[config.mk]
export PLATFORM = sky130hd
export DESIGN_NAME = boom_input_cond
export DESIGN_NICKNAME = d
export VERILOG_FILES = /design/src/rtl/boom_input_cond.sv
export SDC_FILE = /design/constraint.sdc
export NUM_CORES = 1
export LEC_CHECK = 0
export CAP_MARGIN = 5
export CORE_ASPECT_RATIO = 1.25
export CORE_UTILIZATION = 33
export CTS_BUF_LIST = sky130_fd_sc_hd__clkbuf_2 sky130_fd_sc_hd__clkbuf_4 sky130_fd_sc_hd__clkbuf_8
export DETAILED_ROUTE_END_ITERATION = 7
export MAX_ROUTING_LAYER = met4
export PLACE_DENSITY = 0.52
export SYNTH_ARGS = -nofsm -noshare
export SYNTH_HDL_FRONTEND = slang
export SYNTH_SLANG_ARGS = --single-unit
[constraint.sdc]
create_clock -name clk -period 1.8 [get_ports clk]
set_input_delay 0.36 -clock clk [delete_from_list [all_inputs] [get_ports clk]]
set_output_delay 0.36 -clock clk [all_outputs]
set_load 0.02 [all_outputs]
[src/rtl/boom_input_cond.sv]
// Input conditioning for the bomb game core: 2-flop synchronisers, debounced
// sw7/start/btn6 levels with armed-gated press pulses, and a stable-commit code path.
module boom_input_cond #(
  parameter int DEB_CYCLES       = 2000,
  parameter int SW_STABLE_CYCLES = 2000,
  parameter int CNT_W            = 16
) (
  input  logic       clk,
  input  logic       rst,
  input  logic       sw7_raw,
  input  logic       start_raw,
  input  logic       btn6_raw,
  input  logic [6:0] sw_raw,
  output logic       armed,
  output logic       start_pulse,
  output logic       submit_pulse,
  output logic [6:0] code,
  output logic       code_valid,
  output logic       code_changed
);

  localparam logic [CNT_W-1:0] DEB_LAST = CNT_W'(DEB_CYCLES - 1);
  localparam logic [CNT_W-1:0] SW_LAST  = CNT_W'(SW_STABLE_CYCLES - 1);

  // Bit layout: [9]=sw7, [8]=start, [7]=btn6, [6:0]=code switches.
  logic [9:0] s1;
  logic [9:0] s2;

  always_ff @(posedge clk) begin
    if (rst) begin
      s1 <= '0;
      s2 <= '0;
    end else begin
      s1 <= {sw7_raw, start_raw, btn6_raw, sw_raw};
      s2 <= s1;
    end
  end

  // Key channels: index 2=sw7, 1=start, 0=btn6.
  logic [2:0]       key_s2;
  logic [2:0]       key_stable;
  logic [2:0]       key_accept;
  logic [2:0]       key_rise;
  logic [CNT_W-1:0] key_cnt [3];

  assign key_s2 = s2[9:7];

  always_comb begin
    key_accept = '0;
    key_rise   = '0;
    for (int i = 0; i < 3; i++) begin
      key_accept[i] = (key_s2[i] != key_stable[i]) && (key_cnt[i] == DEB_LAST);
      key_rise[i]   = key_accept[i] & key_s2[i];
    end
  end

  always_ff @(posedge clk) begin
    if (rst) begin
      key_stable <= '0;
      for (int i = 0; i < 3; i++) key_cnt[i] <= '0;
    end else begin
      for (int i = 0; i < 3; i++) begin
        if (key_s2[i] == key_stable[i]) begin
          key_cnt[i] <= '0;
        end else if (key_accept[i]) begin
          key_stable[i] <= key_s2[i];
          key_cnt[i]    <= '0;
        end else begin
          key_cnt[i] <= key_cnt[i] + CNT_W'(1);
        end
      end
    end
  end

  assign armed = key_stable[2];

  // Gating uses the armed level before this edge, so a key that settles in the
  // same cycle as sw7 is treated as held, not pressed. Start has priority.
  logic start_fire;
  logic submit_fire;

  assign start_fire  = key_rise[1] & armed;
  assign submit_fire = key_rise[0] & armed & ~start_fire;

  always_ff @(posedge clk) begin
    if (rst) begin
      start_pulse  <= 1'b0;
      submit_pulse <= 1'b0;
    end else begin
      start_pulse  <= start_fire;
      submit_pulse <= submit_fire;
    end
  end

  logic [6:0]       sw_s2;
  logic [6:0]       sw_prev;
  logic [CNT_W-1:0] vec_cnt;
  logic             sw_same;
  logic             commit;

  assign sw_s2   = s2[6:0];
  assign sw_same = (sw_s2 == sw_prev);
  assign commit  = sw_same && (vec_cnt == SW_LAST) && (sw_s2 != code);

  always_ff @(posedge clk) begin
    if (rst) begin
      sw_prev      <= '0;
      vec_cnt      <= '0;
      code         <= '0;
      code_changed <= 1'b0;
    end else begin
      sw_prev      <= sw_s2;
      code_changed <= commit;
      if (!sw_same) begin
        vec_cnt <= '0;
      end else if (vec_cnt != SW_LAST) begin
        vec_cnt <= vec_cnt + CNT_W'(1);
      end
      if (commit) begin
        code <= sw_s2;
      end
    end
  end

  assign code_valid = (code != '0);

endmodule

Yosys cells after proc, flatten, opt, wreduce, memory -nomap -nowiden
Memory sizes are Yosys's and may differ from the RTL's. Index checks and enable logic that the tools add are counted.

Add/sub/neg operators: 4. Multipliers: 0. Divide/modulo/power cells: 0. $lt $le $gt $ge: 0. Eq/ne operators: 13. Shifts and indexed selects: 0. Muxes and demuxes: 44. Bitwise operators: 19. Reduce and logical (&&, ||, !) cells: 10.

Operators by type and width (number): 16-bit two-way mux (9); 16-bit by 1-bit adder with 16-bit output, second input constant (4); 16-bit by 11-bit equality test with 1-bit output, second input constant (4); 1-bit two-way mux (35); 16-bit by 11-bit inequality test with 1-bit output, second input constant (1); 1-bit bitwise OR (9); 7-bit equality test (1); 7-bit inequality test (1); 7-bit nonzero test (1); 2-bit AND reduction (3); 1-bit AND (5); 1-bit logical AND (5); 1-bit inverter (5); 1-bit equality test (3); 1-bit inequality test (3); 2-bit OR reduction (1).

Flip-flop bits (word level): 56. Bits in latches: 0. Bits in writable memories: 48. Memory bits (read-only): 0. Bits of input ports: 12. Output and inout bits: 12. Word-level logic and storage cells: 102. Memories: 1.

Memory list: key_cnt (words 3, width 16, rd ports 3, clocked after memory_dff 0, write ports 3, line 44) `logic [CNT_W-1:0] key_cnt [3];`.

Longest topological paths before layout
Depth after elaboration: 8. Gate-level depth with buffers: 6. Mapped depth without buffers: 6.

Worst setup path before layout
No wires, ideal clock.

Kind: register -> register. Start: memory key_cnt[2][4]. End: memory key_cnt[2][7] (data pin). Setup time: 0.254 ns. Arrival time: 1.597 ns. Setup slack: -0.051 ns. Cell stages (with the launch flop): 7. Clock period less this slack: 1.851 ns. Path through: edfxtp_1 -> or4_1 -> nor4_2 -> nand4_1 -> nand3_2 -> buf_6 -> nor2_1.

RTL lines (line): start, declared (44).

==> run metrics <==
Final Power=roughly 4600 µW; top cell type's share of synthesized area=31.2%; final setup skew=slightly above 0.01 ns; Leak=approximately 0.0023 µW; Max Cap Violations=0; placed instance area=between 5000 and 6000 µm²; pin slew with the least headroom to its limit=roughly 0.55 ns; n_diodes=0; initial antenna violation count=0; status=finished with violations; Netlist cell types=35; residual DRC count=0; DR vias=around 3.1k; routed len/inst=11.2 µm; synth warn=0; main combinational cell family by area after synthesis=simple AND/OR/NAND/NOR gates; worst path buffer plus inverter count=1; WP data required=1.93 ns; antenna-violating nets left=0; highest-delay cell along the critical path=or4_1; CTS tree=yes; Core Box Area=~13000 µm²; adder-cell share of the synthesized area=between 1 and 1.5%; failing checks=negative setup slack; most frequent cell after synthesis=nor2_1; cell count after synthesis=430; Total GRT Usage=approximately 13%; CTS buffer count=9; setup TNS=-1.20 ns; Die Area=about 14000 µm²; Reg clk slew, reported paths=about 0.10 ns; Via density=approximately 4.4; Port Buffer Count=23; critical path's largest stage delay=0.56 ns; Pwr Density=between 700 and 800 nW/µm²; Setup WS pre-CTS=-0.0885 ns; vias in the first global route=approximately 3.2k; routability cong.=roughly 0.75; VDD IR-drop max=approximately 0.48 mV; Max Buffers Root-to-Sink=2; ratio of cells with drive above 1 in the final layout=roughly 16%; Final Cycle Share=105%; simple-gate share of the synthesized area=25.0%; DP HPWL=between 5000 and 6000 µm; Synth Area in XOR/XNOR=a little over an eighth; cell area after synthesis=4610 µm²; min Tclk post-route=around 1.9 ns; Slew Viols, Final=0; later-pin clock latency in the skew report=between 0.3 and 0.4 ns; top cells by area, synth=edfxtp_1 (31%), dfxtp_1 (24%), xor2_1 (8.2%); Slew HR=a little over three fifths; crit-path cells=or4_1, nor4_2, nand4_1, buf_4, nand3_4, nor2_1; crit-path leading delay family=simple AND/OR/NAND/NOR gates; Finish-stage setup viols=16; Yosys top cell by area=edfxtp_1; flops & latches, synth=around 100; first-pass GRT wire length=14000 µm; register area share after synthesis=~56%; P&R area growth vs syn=26.8%; final net count=approximately 560; CP arrival=2.03 ns; Die Y=134 µm; clk root buf=clkbuf_8; Initial Utilization=approximately a third; Worst Hold Class=register to register; prevailing post-synth register cell=dfxtp_1; mux contribution to synthesized area=2.58%; Fin. Hold Viols=0; cell row count=between 40 and 50; First DRT Iteration DRCs=~100; Syn Area/Cell=10.7 µm²; synth cell count leaders=nor2_1 (73), dfxtp_1 (56), edfxtp_1 (48), xor2_1 (43), nor2b_1 (35); Total Routed Length=around 8000 µm; # H-tree levels=3; Synth Area in Compound Gates=less than 1%; Crit Path Category=register to register; clk sink count=104; Max Freq=between 500 and 600 MHz; Die W=between 100 and 150 µm; gr ovfl total=0; Worst setup SP type=register; largest net degree at the start of global routing=30; post-route cell area=about 6000 µm²; First-pass DRT Iterations=4; EDFF count, synth=48; worst setup margin=-0.0950 ns; CP Capture Type=register; # IOs=24; Critical Path Fanout Max=8; RSZ-0062 raised after global routing=true; Post-synth ARST share=0%
==> registers in the layout, summed over array words and instances (netlist names) <==
name	count
code	7
s2	10
key_stable	3
key_cnt	48
s1	10
submit_pulse	1
sw_prev	7
vec_cnt	16
code_changed	1
start_pulse	1
==> kinds of logic after synthesis <==
| kind of cell | count (synthesis) |
|---|---|
| AO/OA/AOI/OAI | 4 |
| XOR/XNOR | 72 |
| adder cells (fa/ha/maj) | 4 |
| buffers and inverters | 17 |
| flip-flops | 104 |
| multiplexers | 11 |
| other | 1 |
| AND/OR/NAND/NOR | 217 |
==> what timing repair did <==
action                                  4_1_cts  5_1_grt
resized for setup                            11       22
setup buffers                                 2        2
hold buffers                                  0        0
pin swaps                                     6       10
endpoints found under the setup margin       22       36
cloned                                        1        0
==> layout make-up <==
class	instances	area, µm²
flip-flops and latches	104	2560
multi-input cells	357	2250
repair buffers	63	548
inverters	8	30.0
clock buffers	9	124
fillers	1312	7620
well taps	171	214
clock inverters	6	115
==> report_power, final <==
part	switching, µW	internal, µW
Combinational	126	122
Sequential	54.9	2540
Clock	810	926
Total	991	3590
==> worst paths after layout <==
path                   from             to  slack, ns  depth (start not counted)
min reg2reg           s1[6]          s2[6]       0.44                          1
max reg2reg  key_cnt[2][15]  key_cnt[2][4]       -0.1                          6
min                   s1[6]          s2[6]       0.44                          1
max          key_cnt[2][15]  key_cnt[2][4]       -0.1                          6
==> per-layer routing <==
layer	global-route usage (%)	wire length, µm	up-vias
met4	5.02	129	0
met1	15.0	3760	1447
met5	-	0	-
li1	-	-	1652
met3	2.96	197	10
met2	20.8	3950	28
==> layout by cell type, fill, tap and decap left out, drive strengths merged <==
master | synthesis | final
clkdlybuf4s50 | 0 | 14
bufinv | 0 | 3
nand2 | 17 | 17
clkbuf | 6 | 10
and3b | 1 | 1
buf | 3 | 40
nor3 | 14 | 14
and3 | 13 | 13
or3 | 1 | 1
or4 | 1 | 1
xnor2 | 29 | 29
and4 | 4 | 4
dlygate4sd2 | 0 | 6
nand3 | 26 | 27
nand4b | 2 | 2
nor2b | 35 | 35
nand2b | 3 | 3
o21ai | 2 | 2
nand4 | 16 | 16
inv | 8 | 10
nor3b | 1 | 1
ha | 4 | 4
clkinvlp | 0 | 1
conb | 1 | 48
xor2 | 43 | 43
dlymetal6s2s | 0 | 2
mux2 | 7 | 7
nor4b | 1 | 1
nor4 | 9 | 9
dfxtp | 56 | 56
nor2 | 73 | 73
mux2i | 4 | 4
edfxtp | 48 | 48
a21oi | 2 | 2
==> through the flow <==
stage          instances  hold slack [ns]  utilization [%]
2_1_floorplan        477            0.414                -
3_3_place_gp         698            0.421             40.7
3_5_place_dp         698            0.425             40.7
4_1_cts              716            0.444             42.8
5_1_grt              718            0.466             43.4
6_report             718            0.441             43.4
No activity file was read; power rests on OpenSTA's default activity.
